==> src/rtl/seg7_pkg.sv <==
// Shared types, segment table and width helpers for the seven-segment scan controller.
package seg7_pkg;

  typedef enum logic {ST_BLANK, ST_DRIVE} scan_state_t;

  // Active-high g..a patterns, entry n is the glyph for hex digit n.
  localparam logic [15:0][6:0] SEG_TABLE = {
    7'h71, 7'h79, 7'h5E, 7'h39, 7'h7C, 7'h77, 7'h6F, 7'h7F,
    7'h07, 7'h7D, 7'h6D, 7'h66, 7'h4F, 7'h5B, 7'h06, 7'h3F
  };

  function automatic int clog_w(input int n);
    return (n > 1) ? $clog2(n) : 1;
  endfunction

endpackage

==> src/rtl/hex_to_seg7.sv <==
// Combinational nibble to active-high segment decode; polarity is handled by the caller.
module hex_to_seg7
  import seg7_pkg::*;
(
  input  logic [3:0] hex,
  output logic [6:0] seg
);

  assign seg = SEG_TABLE[hex];

endmodule

==> src/rtl/seg7_scan_ctrl.sv <==
// Multiplexed seven-segment scanner: one digit per slot with a leading blank gap,
// double-buffered frames swapped only at the wrap from the last digit to digit 0.
module seg7_scan_ctrl
  import seg7_pkg::*;
#(
  parameter int SLOT_CYCLES    = 27000,
  parameter int BLANK_CYCLES   = 270,
  parameter int NUM_DIGITS     = 4,
  parameter bit SEG_ACTIVE_LOW = 1'b1,
  parameter bit AN_ACTIVE_LOW  = 1'b1
) (
  input  logic                    clk,
  input  logic                    rst_n,
  input  logic                    upd_valid,
  output logic                    upd_ready,
  input  logic [4*NUM_DIGITS-1:0] upd_digits,
  input  logic [NUM_DIGITS-1:0]   upd_blank,
  output logic [6:0]              seg,
  output logic [NUM_DIGITS-1:0]   an,
  output logic                    frame_tick
);

  localparam int CW = clog_w(SLOT_CYCLES);
  localparam int IW = clog_w(NUM_DIGITS);

  localparam logic [CW-1:0] CNT_LAST   = CW'(SLOT_CYCLES - 1);
  localparam logic [CW-1:0] BLANK_LAST = CW'(BLANK_CYCLES - 1);
  localparam logic [IW-1:0] IDX_LAST   = IW'(NUM_DIGITS - 1);

  localparam logic [6:0]            SEG_OFF = {7{SEG_ACTIVE_LOW}};
  localparam logic [NUM_DIGITS-1:0] AN_OFF  = {NUM_DIGITS{AN_ACTIVE_LOW}};

  typedef struct packed {
    logic [4*NUM_DIGITS-1:0] digits;
    logic [NUM_DIGITS-1:0]   blank;
  } frame_t;

  logic [CW-1:0]         cnt;
  logic [IW-1:0]         idx;
  scan_state_t           state;
  scan_state_t           state_nxt;
  logic                  slot_end;
  logic                  frame_end;
  logic                  xfer;
  logic                  pend_full;
  frame_t                pend;
  frame_t                active;
  logic [3:0]            cur_hex;
  logic                  cur_blank;
  logic [NUM_DIGITS-1:0] cur_hot;
  logic [6:0]            dec_seg;
  logic [6:0]            seg_nxt;
  logic [NUM_DIGITS-1:0] an_nxt;

  assign slot_end  = (cnt == CNT_LAST);
  assign frame_end = slot_end && (idx == IDX_LAST);
  assign upd_ready = ~pend_full;
  assign xfer      = upd_valid && ~pend_full;

  always_ff @(posedge clk or negedge rst_n) begin
    if (!rst_n) begin
      cnt <= '0;
      idx <= '0;
    end else if (slot_end) begin
      cnt <= '0;
      idx <= (idx == IDX_LAST) ? '0 : idx + 1'b1;
    end else begin
      cnt <= cnt + 1'b1;
    end
  end

  always_ff @(posedge clk or negedge rst_n) begin
    if (!rst_n) state <= ST_BLANK;
    else        state <= state_nxt;
  end

  // State mirrors cnt: DRIVE from BLANK_CYCLES up to the slot wrap.
  always_comb begin
    state_nxt = state;
    if (slot_end)                state_nxt = ST_BLANK;
    else if (cnt == BLANK_LAST)  state_nxt = ST_DRIVE;
  end

  always_comb begin
    cur_hex   = '0;
    cur_blank = 1'b1;
    cur_hot   = '0;
    for (int i = 0; i < NUM_DIGITS; i++) begin
      if (idx == IW'(i)) begin
        cur_hex    = active.digits[4*i +: 4];
        cur_blank  = active.blank[i];
        cur_hot[i] = 1'b1;
      end
    end
  end

  hex_to_seg7 u_dec (
    .hex (cur_hex),
    .seg (dec_seg)
  );

  always_comb begin
    seg_nxt = '0;
    an_nxt  = '0;
    if (state == ST_DRIVE && !cur_blank) begin
      seg_nxt = dec_seg;
      an_nxt  = cur_hot;
    end
  end

  always_ff @(posedge clk or negedge rst_n) begin
    if (!rst_n) begin
      seg        <= SEG_OFF;
      an         <= AN_OFF;
      frame_tick <= 1'b0;
    end else begin
      seg        <= seg_nxt ^ SEG_OFF;
      an         <= an_nxt ^ AN_OFF;
      frame_tick <= frame_end;
    end
  end

  // A boundary swap only happens with pending full, so it never races an accept.
  always_ff @(posedge clk or negedge rst_n) begin
    if (!rst_n) begin
      pend_full     <= 1'b0;
      pend          <= '0;
      active.digits <= '0;
      active.blank  <= '1;
    end else if (xfer) begin
      pend      <= {upd_digits, upd_blank};
      pend_full <= 1'b1;
    end else if (frame_end && pend_full) begin
      active    <= pend;
      pend_full <= 1'b0;
    end
  end

endmodule

==> config.mk <==
export PLATFORM = sky130hd
export DESIGN_NAME = seg7_scan_ctrl
export DESIGN_NICKNAME = d
export VERILOG_FILES = /design/src/rtl/seg7_pkg.sv /design/src/rtl/hex_to_seg7.sv /design/src/rtl/seg7_scan_ctrl.sv
export SDC_FILE = /design/constraint.sdc
export NUM_CORES = 1
export LEC_CHECK = 0
export ABC_CLOCK_PERIOD_IN_PS = 3500
export BUFFER_PORTS_ARGS = -buffer_cell sky130_fd_sc_hd__buf_2
export CORE_MARGIN = 4
export CORE_UTILIZATION = 50
export CTS_BUF_LIST = sky130_fd_sc_hd__clkbuf_4 sky130_fd_sc_hd__clkbuf_8
export CTS_CLUSTER_SIZE = 10
export DETAILED_ROUTE_END_ITERATION = 12
export HOLD_SLACK_MARGIN = 0.12
export MAX_ROUTING_LAYER = met4
export PLACE_DENSITY = 0.7
export SETUP_SLACK_MARGIN = 0.5
export SLEW_MARGIN = 20
export SYNTH_ARGS = -nofsm -noshare
export SYNTH_HDL_FRONTEND = slang
export SYNTH_SLANG_ARGS = --single-unit
export TNS_END_PERCENT = 1
==> constraint.sdc <==
create_clock -name clk -period 3.5 [get_ports clk]
set_input_delay 0.35 -clock clk [delete_from_list [all_inputs] [get_ports clk]]
set_output_delay 0.35 -clock clk [all_outputs]
set_load 0.05 [all_outputs]
==> qor.yml <==
status:
  status: "finished, final reports clean"
route:
  avgRoutedWirePerCell_um: 14.89
  drt-initial-drc-count: 102
  via_per_inst: 5.374
  drt_wl_total_um: 5689
  drtAntennaViolNets: 0
  dr.pass1.iters: 4
  vias: 2053
  drc: 0
yosys:
  avgSynthCellArea_um2: 12.77
  seq_area_frac_synth_pct: 54.69
  synth_cell_type_count: 43
  synth_area_leaders: "dfrtp_1 (43%), dfstp_2 (12%), mux2_4 (8.7%)"
  synth_top_cell_by_area: "dfrtp_1"
  yosysWarnings: 0
  yosys_most_used_dff: "dfrtp_1"
  synth_enable_flop_cells: 0
  synth.top_cell.area_share_pct: 42.68
  synth_seq_cells: 71
  async_flop_share_pct: 100.0
  postSynthCellCount: 257
  syn_area_um2: 3283
  synth_fp_nets: 292
cts:
  cts_tree: "done"
  clk_latency_ns: 0.36
  htreeDepth: 3
  cts_num_sinks: 71
  ctsResizeCount: 0
  ctsLongestPathBuffers: 2
  cts_root_buffer: "clkbuf_8"
  path_clk_slew_ns: 0.08
  cts_buffers: 9
place:
  place.gp.congestion: 0.7863
  numPortBuffers: 35
  dpl.hpwl_um: 3997
  post-place-ws_ns: 0.8393
  placed_area_um2: 3540
cells_and_area:
  fin_area_um2: 3779
  drive_above_1_share_pct: 37.70
  area_delta_synth_final_pct: 15.09
  diodes: 0
  nNetsFinal: 335
worst_setup_path:
  timing.rr.end: "seg[5]"
  cp_max_fo: 12
  rr_worst_depth: 9
  crit_end: "seg[5]"
  worstSetupPathType: "reg -> reg"
  timing.rr.start: "idx[0]"
  endpoint_kind: "register"
  arrival_ns: 2.94
  cp-start-kind: "register"
  crit_start: "idx[0]"
  critical_path_required_ns: 3.75
  r2r_slack_ns: 0.81
die:
  initial_core_util_pct: 51.70
  ios: 36
  row_count: 29
  dieHeight_um: 89.03
  core-area_um2: 6350
  die_w_um: 89.03
  dieArea_um2: 7926
timing:
  post-route-period-util_pct: 76.78
  holdWs_ns: 0.2134
  skew_ns: 0.008352
  hold_viol_final: 0
  fmax_mhz: 372.1
  tns_ns: 0
  worst_slack_ns: 0.8128
  rsz0062_at_grt: "false"
  maxSlewViolCount: 0
  tightest_slew_ns: 0.7269
  maxSlewHeadroom_pct: 51.48
  period_needed_ns: 2.687
  setup_violations: 0
global_route:
  grt_pass1_vias: 2049
  grt_pass1_wl_um: 9825
  antenna_found_initial: 0
  gr-total-overflow: 0
  grt_max_degree: 49
  grt_use_total_pct: 17.06
hold_path:
  hold_class: "in -> reg"
flow_run:
  drv_cap: 0
pwr:
  p_leak_nw: 1.771
  powerDensity_nw_per_um2: 438.2
  ir_worst_vdd_mv: 0.3363
==> flip-flops by register name, summed over array words and instances, names as in the netlist <==
register and count:
an 4, seg 7, idx 2, frame_tick 1, pend 20, pend_full 1
active 20, state 1, cnt 15
==> power breakdown <==
| group | switching, mW | internal (mW) |
|---|---|---|
| combinational | 0.0242 | 0.0327 |
| sequential | 0.0161 | 0.851 |
| clock | 0.324 | 0.408 |
| total | 0.365 | 1.29 |
==> cell usage after synthesis, types with 3 or more instances <==
| cell type | number |
|---|---|
| xor2_1 | 9 |
| inv_1 | 8 |
| dfrtp_1 | 56 |
| ha_1 | 12 |
| o211ai_1 | 4 |
| nor2b_1 | 3 |
| clkbuf_1 | 5 |
| nand3b_1 | 4 |
| nor2_1 | 19 |
| mux2_4 | 19 |
| dfstp_2 | 15 |
| nand2_1 | 22 |
| xnor2_1 | 4 |
| mux2i_1 | 3 |
| nand4_1 | 3 |
| mux2_2 | 22 |
| nand2b_1 | 8 |
| o21ai_0 | 3 |
| nand3_1 | 6 |
==> worst min path at each step <==
stage	start	end	slack [ns]	cells after the start
2_1_floorplan	rst_n	active[10]	0.05	0
3_3_place_gp	cnt[7]	cnt[7]	0.48	1
3_5_place_dp	cnt[10]	cnt[10]	0.48	1
4_1_cts	upd_digits[10]	pend[14]	0.20	2
5_1_grt	upd_digits[5]	pend[9]	0.20	2
6_report	upd_digits[15]	pend[19]	0.21	2
==> metrics by stage <==
| step | util, % | cells | power (mW) |
|---|---|---|---|
| after detailed placement | 55.74 | 365 | 0.9418 |
| final | 59.51 | 382 | 1.656 |
| after CTS | 59.31 | 381 | 1.678 |
| after global placement | 55.74 | 365 | 0.9378 |
| after floorplan | - | 257 | 0.9036 |
| after global routing | 59.51 | 382 | 1.731 |
==> routing by layer <==
metal	vias to the layer above	part of all wire (%)	GRT usage (%)
li1	987	-	-
met1	1007	46	21.72
met2	47	46	24.76
met3	12	5.4	6.359
met4	0	1.9	6.766
met5	-	0	-
==> layout by cell type (no fill, tap or decap), types with 6 or more instances in the layout <==
master | synthesis | final
buf_2 | 0 | 34
nor2_1 | 19 | 19
mux2_4 | 19 | 19
dfrtp_1 | 56 | 56
nand2b_1 | 8 | 8
dfstp_2 | 15 | 15
inv_1 | 8 | 8
nand3_1 | 6 | 6
xor2_1 | 9 | 9
nand2_1 | 22 | 22
mux2_2 | 22 | 22
clkbuf_8 | 0 | 9
ha_1 | 12 | 12
==> timing repair <==
item / in CTS / in global routing
hold endpoints to repair: 0 / 33
endpoints found under the setup margin: 0 / 0
setup buffers: 0 / 0
hold buffers: 0 / 1
==> critical path: stages (launching register included) <==
cell and delay (ns):
dfrtp_1 0.38, ha_1 0.46, nand2b_1 0.19, o22ai_1 0.08
a31oi_1 0.51, inv_1 0.19, ha_1 0.30, mux2_2 0.28
nand2_1 0.06, o311ai_0 0.12
==> cell families after synthesis <==
family | count (synthesis) | synth area share, %
AO/OA/AOI/OAI | 23 | 5.221
XOR/XNOR | 13 | 3.468
adder cells (fa/ha/maj) | 12 | 4.573
buffers and inverters | 16 | 2.287
flip-flops | 71 | 54.69
multiplexers | 44 | 17.15
AND/OR/NAND/NOR | 78 | 12.61
==> cell type report <==
class	instances	area (um2)
Fill cell	519	2571
Clock inverter	7	102.6
Clock buffer	9	123.9
Sequential cell	71	1795
Tap cell	77	96.34
Multi-Input combinational cell	170	1413
Timing Repair Buffer	40	217.7
Inverter	8	30.03
Power figures use the tool's default switching activity.
